--- config.mk ---
export PLATFORM = sky130hd
export DESIGN_NAME = cc_rowsrc_mux_flat
export DESIGN_NICKNAME = d
export VERILOG_FILES = /design/src/rtl/cc_rowsrc_mux_if.sv /design/src/rtl/cc_rowsrc_mux.sv /design/src/flat_wrapper.sv
export SDC_FILE = /design/constraint.sdc
export NUM_CORES = 1
export LEC_CHECK = 0
export CORE_MARGIN = 2
export CORE_UTILIZATION = 34
export CTS_CLUSTER_DIAMETER = 100
export DETAILED_ROUTE_END_ITERATION = 8
export GPL_TIMING_DRIVEN = 0
export PLACE_DENSITY = 0.74
export SYNTH_ARGS = -nofsm -noshare
export SYNTH_HDL_FRONTEND = slang
export SYNTH_SLANG_ARGS = --single-unit
--- constraint.sdc ---
create_clock -name CC_ROWSRC_CLOCK_50 -period 0.9 [get_ports CC_ROWSRC_CLOCK_50]
set_input_delay 0.09 -clock CC_ROWSRC_CLOCK_50 [delete_from_list [all_inputs] [get_ports CC_ROWSRC_CLOCK_50]]
set_output_delay 0.09 -clock CC_ROWSRC_CLOCK_50 [all_outputs]
set_load 0.1 [all_outputs]
--- src/rtl/cc_rowsrc_mux_if.sv ---
// Bus bundle for cc_rowsrc_mux: select/load/blink/tick/data in, row/valid/error out.
interface cc_rowsrc_mux_if #(
    parameter int DATAWIDTH = 8,
    parameter int SELWIDTH  = 8,
    parameter int NUM_CH    = 2
);
    logic [SELWIDTH-1:0]         CC_ROWSRC_select_InBUS;
    logic                        CC_ROWSRC_load_In;
    logic                        CC_ROWSRC_blink_In;
    logic                        CC_ROWSRC_tick_In;
    logic [NUM_CH*DATAWIDTH-1:0] CC_ROWSRC_data_InBUS;
    logic [DATAWIDTH-1:0]        CC_ROWSRC_z_OutBus;
    logic                        CC_ROWSRC_valid_Out;
    logic                        CC_ROWSRC_selerr_Out;

    modport master (
        output CC_ROWSRC_select_InBUS, CC_ROWSRC_load_In, CC_ROWSRC_blink_In,
               CC_ROWSRC_tick_In, CC_ROWSRC_data_InBUS,
        input  CC_ROWSRC_z_OutBus, CC_ROWSRC_valid_Out, CC_ROWSRC_selerr_Out
    );

    modport slave (
        input  CC_ROWSRC_select_InBUS, CC_ROWSRC_load_In, CC_ROWSRC_blink_In,
               CC_ROWSRC_tick_In, CC_ROWSRC_data_InBUS,
        output CC_ROWSRC_z_OutBus, CC_ROWSRC_valid_Out, CC_ROWSRC_selerr_Out
    );
endinterface

--- src/rtl/cc_rowsrc_mux.sv ---
// Registered row-source selector: CLEAR / FILL / NUM_CH channels, latched on load.
// Tick-driven blink mode is built only when CC_ROWSRC_BLINK_EN is defined.
module cc_rowsrc_mux #(
    parameter int DATAWIDTH    = 8,
    parameter int SELWIDTH     = 8,
    parameter int NUM_CH       = 2,
    parameter int BLINK_PERIOD = 25
) (
    input  logic                CC_ROWSRC_CLOCK_50,
    input  logic                CC_ROWSRC_RESET_InLow,
    cc_rowsrc_mux_if.slave      bus
);
    localparam int NSRC_W = SELWIDTH + 1;
    localparam logic [NSRC_W-1:0]   NUM_SRC  = NSRC_W'(NUM_CH + 2);
    localparam logic [SELWIDTH-1:0] SEL_CLEAR = SELWIDTH'(0);
    localparam logic [SELWIDTH-1:0] SEL_FILL  = SELWIDTH'(1);

    logic                 clk;
    logic                 rst_n;
    logic [SELWIDTH-1:0]  sel_r;
    logic                 pending_r;
    logic                 valid_r;
    logic                 selerr_r;
    logic [DATAWIDTH-1:0] z_r;
    logic                 sel_ok_s;
    logic                 load_ok_s;
    logic                 blank_s;
    logic [DATAWIDTH-1:0] src_s;

    assign clk       = CC_ROWSRC_CLOCK_50;
    assign rst_n     = CC_ROWSRC_RESET_InLow;
    assign sel_ok_s  = ({1'b0, bus.CC_ROWSRC_select_InBUS} < NUM_SRC);
    assign load_ok_s = bus.CC_ROWSRC_load_In & sel_ok_s;

    // Source mux driven by the latched select, never by the live select bus.
    always_comb begin
        src_s = {DATAWIDTH{1'b0}};
        if (sel_r == SEL_CLEAR) begin
            src_s = {DATAWIDTH{1'b0}};
        end else if (sel_r == SEL_FILL) begin
            src_s = {DATAWIDTH{1'b1}};
        end else begin
            for (int k = 0; k < NUM_CH; k++) begin
                src_s = (sel_r == SELWIDTH'(k + 2))
                      ? bus.CC_ROWSRC_data_InBUS[k*DATAWIDTH +: DATAWIDTH]
                      : src_s;
            end
        end
    end

    // Select latch, load-done pipeline and sticky error flag.
    always_ff @(posedge clk or negedge rst_n) begin
        if (!rst_n) begin
            sel_r     <= SELWIDTH'(0);
            pending_r <= 1'b0;
            valid_r   <= 1'b0;
            selerr_r  <= 1'b0;
        end else begin
            valid_r <= pending_r;
            if (load_ok_s) begin
                sel_r     <= bus.CC_ROWSRC_select_InBUS;
                pending_r <= 1'b1;
                selerr_r  <= 1'b0;
            end else if (bus.CC_ROWSRC_load_In) begin
                pending_r <= 1'b0;
                selerr_r  <= 1'b1;
            end else begin
                pending_r <= 1'b0;
            end
        end
    end

`ifdef CC_ROWSRC_BLINK_EN
    localparam int CNT_W = (BLINK_PERIOD > 1) ? $clog2(BLINK_PERIOD) : 1;
    localparam logic [CNT_W-1:0] CNT_LAST = CNT_W'(BLINK_PERIOD - 1);

    logic             blink_r;
    logic             phase_r;
    logic [CNT_W-1:0] cnt_r;

    // Blink time base; a valid load restarts it and swallows a coincident tick.
    always_ff @(posedge clk or negedge rst_n) begin
        if (!rst_n) begin
            blink_r <= 1'b0;
            phase_r <= 1'b0;
            cnt_r   <= CNT_W'(0);
        end else if (load_ok_s) begin
            blink_r <= bus.CC_ROWSRC_blink_In;
            phase_r <= 1'b0;
            cnt_r   <= CNT_W'(0);
        end else if (bus.CC_ROWSRC_load_In) begin
            blink_r <= blink_r;
        end else if (blink_r && bus.CC_ROWSRC_tick_In) begin
            if (cnt_r == CNT_LAST) begin
                cnt_r   <= CNT_W'(0);
                phase_r <= ~phase_r;
            end else begin
                cnt_r <= cnt_r + CNT_W'(1);
            end
        end else begin
            cnt_r <= cnt_r;
        end
    end

    assign blank_s = blink_r & phase_r;
`else
    assign blank_s = 1'b0;
`endif

    // Output row register.
    always_ff @(posedge clk or negedge rst_n) begin
        if (!rst_n) begin
            z_r <= {DATAWIDTH{1'b0}};
        end else if (blank_s) begin
            z_r <= {DATAWIDTH{1'b0}};
        end else begin
            z_r <= src_s;
        end
    end

    assign bus.CC_ROWSRC_z_OutBus   = z_r;
    assign bus.CC_ROWSRC_valid_Out  = valid_r;
    assign bus.CC_ROWSRC_selerr_Out = selerr_r;
endmodule

--- src/flat_wrapper.sv ---
// flat-port wrapper written by rule: the top's interface ports become plain ports
module cc_rowsrc_mux_flat 
#(
    parameter int DATAWIDTH    = 8,
    parameter int SELWIDTH     = 8,
    parameter int NUM_CH       = 2,
    parameter int BLINK_PERIOD = 25
)
  (CC_ROWSRC_CLOCK_50, CC_ROWSRC_RESET_InLow, bus_CC_ROWSRC_select_InBUS, bus_CC_ROWSRC_load_In, bus_CC_ROWSRC_blink_In, bus_CC_ROWSRC_tick_In, bus_CC_ROWSRC_data_InBUS, bus_CC_ROWSRC_z_OutBus, bus_CC_ROWSRC_valid_Out, bus_CC_ROWSRC_selerr_Out);
  cc_rowsrc_mux_if #(.DATAWIDTH(DATAWIDTH), .SELWIDTH(SELWIDTH), .NUM_CH(NUM_CH)) bus_i ();
  input  logic CC_ROWSRC_CLOCK_50;
  input  logic CC_ROWSRC_RESET_InLow;
  input wire logic [$bits(bus_i.CC_ROWSRC_select_InBUS)-1:0] bus_CC_ROWSRC_select_InBUS;
  input wire logic [$bits(bus_i.CC_ROWSRC_load_In)-1:0] bus_CC_ROWSRC_load_In;
  input wire logic [$bits(bus_i.CC_ROWSRC_blink_In)-1:0] bus_CC_ROWSRC_blink_In;
  input wire logic [$bits(bus_i.CC_ROWSRC_tick_In)-1:0] bus_CC_ROWSRC_tick_In;
  input wire logic [$bits(bus_i.CC_ROWSRC_data_InBUS)-1:0] bus_CC_ROWSRC_data_InBUS;
  output wire logic [$bits(bus_i.CC_ROWSRC_z_OutBus)-1:0] bus_CC_ROWSRC_z_OutBus;
  output wire logic [$bits(bus_i.CC_ROWSRC_valid_Out)-1:0] bus_CC_ROWSRC_valid_Out;
  output wire logic [$bits(bus_i.CC_ROWSRC_selerr_Out)-1:0] bus_CC_ROWSRC_selerr_Out;
  assign bus_i.CC_ROWSRC_select_InBUS = bus_CC_ROWSRC_select_InBUS;
  assign bus_i.CC_ROWSRC_load_In = bus_CC_ROWSRC_load_In;
  assign bus_i.CC_ROWSRC_blink_In = bus_CC_ROWSRC_blink_In;
  assign bus_i.CC_ROWSRC_tick_In = bus_CC_ROWSRC_tick_In;
  assign bus_i.CC_ROWSRC_data_InBUS = bus_CC_ROWSRC_data_InBUS;
  assign bus_CC_ROWSRC_z_OutBus = bus_i.CC_ROWSRC_z_OutBus;
  assign bus_CC_ROWSRC_valid_Out = bus_i.CC_ROWSRC_valid_Out;
  assign bus_CC_ROWSRC_selerr_Out = bus_i.CC_ROWSRC_selerr_Out;
  cc_rowsrc_mux #(.DATAWIDTH(DATAWIDTH), .SELWIDTH(SELWIDTH), .NUM_CH(NUM_CH), .BLINK_PERIOD(BLINK_PERIOD)) u_core (.CC_ROWSRC_CLOCK_50(CC_ROWSRC_CLOCK_50), .CC_ROWSRC_RESET_InLow(CC_ROWSRC_RESET_InLow), .bus(bus_i));
endmodule
==> impl_metrics.yaml, run 1 <==
run_status:
  status: "complete, but fails checks"
  violations: "negative hold slack, negative setup slack"
placed_design:
  hpwl_mm: 1.276
  placed_area_sq_um: 1142
  portBuffers: 36
  place_ws_ns: -0.6557
  gp_congestion: 0.7185
  dp_cells: 125
floorplanning:
  io_pins: 39
  start_util_pct: 36.94
  die_x_microns: 50.64
  num_rows: 16
  fp.coreArea_sq_um: 2002
  fp.dieH_microns: 50.64
  fp.dieArea_sq_um: 2564
detailed_routing:
  drt_pass1_iterations: 3
  drtAntennaViolNets: 0
  vias: 628
  routed_wirelength_mm: 2.009
  viasPerCell: 4.652
  drc: 0
  drt_iter0_drc: 3
  wl_per_cell_microns: 14.88
sta:
  slew-limit-headroom_pct: 45.05
  rsz0062_at_grt: "yes"
  post-route-period-util_pct: 122.3
  setup_viol: 19
  finalMaxSlewViolations: 0
  finClkSkew_ns: 0.004982
  fmax_ghz: 0.9089
  worst_pin_slew_ns: 0.8243
  fin_crit_ns: 1.100
  whs_ns: -0.01780
  hold_viol: 19
  layout_setup_ws_ns: -0.2003
setup_path:
  crit_path_end_kind: "flip-flop"
  required_ns: 1.13
  worstPathMaxFanout: 8
  crit_type: "flip-flop to flip-flop"
  cp.arrival_ns: 1.33
  cp-start-kind: "flip-flop"
final_layout:
  final_cell_area_sq_um: 1331
  seqCellArea_sq_um: 479.2
  layout-drive-gt1-share_pct: 40.74
  nets: 138
  multi_input_area_sq_um: 316.6
  fillers: 157
  diodes: 0
  final_cells: 135
  synthToLayoutAreaGrowth_pct: 80.03
grt:
  grt_pass1_vias: 678
  track_usage_pct: 17.68
  antenna_found_initial: 0
  grt.overflow.total: 0
  grt_max_degree: 20
  grt_pass1_wl_mm: 3.180
synth:
  yosysSeqAreaShare_pct: 64.30
  syn_nets: 91
  ys_seq_elements: 19
  ys_types: 15
  yosys_warnings: 0
  synth_area_sq_um: 739.5
  syn_area_per_cell_sq_um: 11.93
  synthCells: 62
clock_network:
  hold_buffers: 0
  h-tree-depth: 1
  clk_pin_slew_ns: 0.12
  clockRootBuffer: "clkbuf_4"
  numClockSinks: 19
  cts_buffers: 3
  clock_latency_ns: 0.30
  ctsLongestPathBuffers: 2
  cts_tree: "yes"
power:
  p_per_area_nw_per_um2: 1882
  total_leakage_power_nw: 0.6229
  max-vdd-ir-drop_uv: 1034
  fin_total_pwr_mw: 2.505
hold_path:
  hold_path_class: "primary input to async pin"
job:
  maxCapViolCount: 0
==> registers in the layout, summed over array words and instances, names as in the netlist <==
signal	cells
u_core.bus.CC_ROWSRC_selerr_Out	1
u_core.bus.CC_ROWSRC_valid_Out	1
u_core.bus.CC_ROWSRC_z_OutBus	8
u_core.pending_r	1
u_core.sel_r	8
==> power breakdown <==
part	switching [mW]	total, mW	internal (mW)
combinational	0.684	1.07	0.384
sequential	0.0555	0.989	0.934
clock	0.279	0.448	0.169
==> cell families after synthesis <==
group	count (synthesis)	synth area share [%]
multiplexers	2	4.061
AO/OA/AOI/OAI	17	11.85
AND/OR/NAND/NOR	21	18.27
buffers and inverters	3	1.523
flip-flops	19	64.30
==> area by class of cell <==
| type | instances | area share, % |
|---|---|---|
| buffer | 1 | 0.3759 |
| clock buffer | 3 | 1.692 |
| clock inverter | 1 | 0.5639 |
| inverter | 2 | 0.5639 |
| multi-input combinational | 41 | 23.78 |
| sequential | 19 | 36.00 |
| tap | 27 | 2.538 |
| timing repair buffer | 41 | 34.49 |
==> critical path: stages, from the launching register on <==
cell and delay [ns]:
dfrtp_1 0.41, nor4_2 0.26, nand2_1 0.10, buf_6 0.15, a21oi_2 0.11
==> placed cells by master, fill, tap and decap left out <==
| master | netlist | final |
|---|---|---|
| clkdlybuf4s50_1 | 0 | 18 |
| dfrtp_1 | 19 | 16 |
| nand2_1 | 9 | 9 |
| o21ai_0 | 8 | 8 |
| a21oi_2 | 0 | 8 |
| dlygate4sd2_1 | 0 | 6 |
| buf_8 | 0 | 6 |
| and2_4 | 0 | 4 |
| clkbuf_4 | 0 | 3 |
| buf_6 | 0 | 3 |
| buf_12 | 0 | 3 |
| buf_4 | 0 | 3 |
| dfrtp_2 | 0 | 3 |
| inv_1 | 2 | 2 |
| nand2_4 | 1 | 2 |
| and2_2 | 6 | 2 |
| mux2_4 | 2 | 2 |
| clkdlybuf4s15_1 | 0 | 2 |
| nor2b_1 | 1 | 1 |
| clkbuf_2 | 0 | 1 |
| nor2_1 | 1 | 1 |
| nor4_2 | 0 | 1 |
| nor4b_4 | 1 | 1 |
| nor3_4 | 0 | 1 |
| o21a_1 | 1 | 1 |
| clkinvlp_4 | 0 | 1 |
==> path summary, 6_finish.rpt <==
kind	startpoint	slack (ns)	to	cells past startpoint
min in group CC_ROWSRC_CLOCK_50	bus_CC_ROWSRC_load_In	0.17	u_core.bus.CC_ROWSRC_selerr_Out	2
max reg2reg	u_core.sel_r[7]	-0.20	u_core.bus.CC_ROWSRC_z_OutBus[3]	4
max in group asynchronous	CC_ROWSRC_RESET_InLow	0.35	u_core.bus.CC_ROWSRC_selerr_Out	1
max	u_core.sel_r[7]	-0.20	u_core.bus.CC_ROWSRC_z_OutBus[3]	4
min reg2reg	u_core.pending_r	0.36	u_core.bus.CC_ROWSRC_valid_Out	0
min	CC_ROWSRC_RESET_InLow	-0.02	u_core.bus.CC_ROWSRC_z_OutBus[2]	1
==> stage by stage <==
| step | util, % | TNS (ns) |
|---|---|---|
| 5_1_grt | 66.50 | -3.366 |
| 4_1_cts | 64.44 | -2.408 |
| 6_report | 66.50 | -2.306 |
| 3_5_place_dp | 57.06 | -18.06 |
| 2_1_floorplan | - | -1.276 |
| 3_3_place_gp | 57.06 | -17.54 |
==> synth_stat cells <==
cell type / n / share of area (%)
dfrtp_1: 19 / 64
nand2_1: 9 / 4.6
a21oi_1: 8 / 5.4
o21ai_0: 8 / 5.4
and2_2: 6 / 6.1
inv_1: 2 / 1.0
mux2_4: 2 / 4.1
clkbuf_1: 1 / 0.51
nand2_4: 1 / 1.5
nor2_1: 1 / 0.51
nor2b_1: 1 / 0.85
nor3_1: 1 / 0.68
nor4_1: 1 / 0.85
nor4b_4: 1 / 3.2
o21a_1: 1 / 1.0
==> metal layers <==
layer	up-vias	global-route usage (%)	part of all wire, %
li1	302	-	-
met1	292	18.97	39
met2	28	30.48	51
met3	6	4.464	6.3
met4	0	11.71	3.7
met5	-	0	0
==> what timing repair did <==
action,CTS,global route
gates cloned,1,0
setup endpoints to repair,28,24
gates resized for setup,99,11
pin swaps,5,6
setup buffers,5,0
hold endpoints to repair,0,0
No activity file was read; power rests on OpenSTA's default activity.
==> run 2, diff against run 1 <==
Settings changed: CTS_CLUSTER_SIZE set to 28.
Clock period 0.9 ns to 1 ns, I/O delays scaled along.
==> run 2 against run 1 <==
  * The flow still finishes with violations (negative hold slack, negative setup slack)
  * Via count fell by 2.2%
  * Critical endpoint is now u_core.bus.CC_ROWSRC_z_OutBus[7]
  * Highest routed layer unchanged
  * Non-clock buffer count decreased by 4
  * Largest power group is now sequential cells
  * Total power shrank 13%
  * Maximum frequency fell by 3.8%
==> impl_metrics.yaml, run 2 (same netlist as run 1, synthesis figures left out) <==
run_status:
  status: "complete, but fails checks"
  violations: "negative hold slack, negative setup slack"
clock_network:
  numClockSinks: 19
  cts_buffers: 3
  h-tree-depth: 1
  hold_buffers: 0
  clk_pin_slew_ns: 0.12
  cts_tree: "yes"
  clockRootBuffer: "clkbuf_4"
  clock_latency_ns: 0.31
  ctsLongestPathBuffers: 2
setup_path:
  crit_chain: "nor4_2 -> nand2_2 -> a21oi_2"
  crit_type: "flip-flop to flip-flop"
  rr_startpoint: "u_core.sel_r[4]"
  crit_path_end_kind: "flip-flop"
  cp-start-kind: "flip-flop"
  slowest_delay_ns: 0.41
  cp.arrival_ns: 1.38
  crit_buf_inv: 0
  path_delay_family: "simple AND/OR/NAND/NOR gates"
  required_ns: 1.23
  worstSetupStartpoint: "u_core.sel_r[4]"
  worstPathMaxFanout: 8
  critPathSlowestCell: "dfrtp_1"
detailed_routing:
  viasPerCell: 4.687
  drc: 0
  drt_iter0_drc: 12
  vias: 614
  drtAntennaViolNets: 0
  routed_wirelength_mm: 1.810
  wl_per_cell_microns: 13.82
  drt_pass1_iterations: 4
sta:
  whs_ns: -0.1329
  rsz0062_at_grt: "yes"
  hold_viol: 19
  layout_setup_ws_ns: -0.1438
  finClkSkew_ns: 0.008342
  fmax_ghz: 0.8743
  post-route-period-util_pct: 114.4
  setup_viol: 9
  finalMaxSlewViolations: 0
  slew-limit-headroom_pct: 44.45
  fin_crit_ns: 1.144
  worst_pin_slew_ns: 0.8319
final_layout:
  layout_common_cells: "clkdlybuf4s50_1 (19), dfrtp_1 (17), nand2_1 (8), o21ai_0 (8), buf_8 (8)"
  fillers: 169
  diodes: 0
  nets: 134
  layout-drive-gt1-share_pct: 34.62
  fin_util_pct: 62.94
  final_common_cell: "clkdlybuf4s50_1"
  synthToLayoutAreaGrowth_pct: 70.39
power:
  combPwrFrac_pct: 40.9
  total_leakage_power_nw: 0.5977
  max-vdd-ir-drop_uv: 1022
  seqPwrFrac_pct: 40.9
  clock_power_share_pct: 18.3
  p_sw_mw: 0.8934
  switching_share_pct: 40.83
  p_int_mw: 1.295
  p_per_area_nw_per_um2: 1737
grt:
  grt.overflow.total: 0
  grt_pass1_wl_mm: 2.808
  antenna_found_initial: 0
  grt_max_degree: 20
  track_usage_pct: 15.06
  grt_pass1_vias: 595
placed_design:
  place_ws_ns: -0.5703
  portBuffers: 36
  gp_congestion: 0.6652
  hpwl_mm: 1.223
floorplanning:
  die_x_microns: 50.64
  io_pins: 39
  fp.dieH_microns: 50.64
  num_rows: 16
  fp.dieArea_sq_um: 2564
  start_util_pct: 36.94
  fp.coreArea_sq_um: 2002
job:
  maxCapViolCount: 0
hold_path:
  hold_path_class: "primary input to async pin"
run 2: changes by cell type in the layout (fill, tap and decap cells not counted), sizes merged:
cell,before,now
buf,15,11
clkdlybuf4s15,2,0
clkdlybuf4s50,18,19
clkinv,0,1
clkinvlp,1,0
dlymetal6s2s,0,1
run 2: layout make-up:
cell class                      count  area [sq um]  area share [%]
Timing Repair Buffer               37         414.1           32.87
Sequential cell                    19         478.0           37.93
Clock inverter                      1         5.005          0.3972
Inverter                            2         7.507          0.5958
Clock buffer                        3         22.52           1.787
Multi-Input combinational cell     41         294.0           23.34
Buffer                              1         5.005          0.3972
Tap cell                           27         33.78           2.681
run 2: path summary, 6_finish.rpt:
| path | end | slack (ns) | cells after the start |
|---|---|---|---|
| setup / recovery | u_core.bus.CC_ROWSRC_z_OutBus[7] | -0.14 | 3 |
| hold / removal | u_core.bus.CC_ROWSRC_valid_Out | -0.13 | 1 |
| setup reg to reg | u_core.bus.CC_ROWSRC_z_OutBus[7] | -0.14 | 3 |
| hold reg to reg | u_core.bus.CC_ROWSRC_valid_Out | 0.36 | 0 |
| max in group asynchronous | u_core.sel_r[0] | 0.56 | 1 |
| min in group CC_ROWSRC_CLOCK_50 | u_core.bus.CC_ROWSRC_selerr_Out | 0.16 | 2 |
run 2: timing repair:
action,CTS,global route
gates cloned,1,0
setup buffers,0,1
setup endpoints to repair,24,20
endpoints found under the hold margin,0,19
resized for setup,85,11
pin swaps,5,1
run 2: power by group through the flow:
stage / combinational [mW] / sequential [mW] / clock, mW
finish: 0.894 / 0.894 / 0.400
global route: 0.926 / 0.901 / 0.448
CTS: 0.861 / 0.884 / 0.399
detailed placement: 0.825 / 0.884 / 0
global placement: 0.812 / 0.881 / 0
floorplan: 0.100 / 1.33 / 0
run 2: worst reg2reg max path: stages, from the launching register on:
cell and delay (ns):
dfrtp_1 0.41, nor4_2 0.31, nand2_2 0.20, a21oi_2 0.16
run 2: stage by stage:
step / total power, mW / instances / instance area [sq um] / TNS, ns / hold slack [ns]
floorplan: 1.430 / 62 / 742.0 / 0 / -0.1956
global placement: 1.693 / 125 / 1136 / -11.71 / 0.3331
detailed placement: 1.709 / 125 / 1136 / -12.59 / 0.3364
CTS: 2.144 / 130 / 1211 / -0.9276 / 0.1753
global route: 2.275 / 131 / 1260 / -1.734 / -0.04670
finish: 2.188 / 131 / 1260 / -1.042 / -0.1329
run 2: metal layers:
metal,GRT usage [%],routed length [microns]
met3,3.571,102
met2,24.34,896
met4,8.108,39
met1,18.51,772
met5,0,0
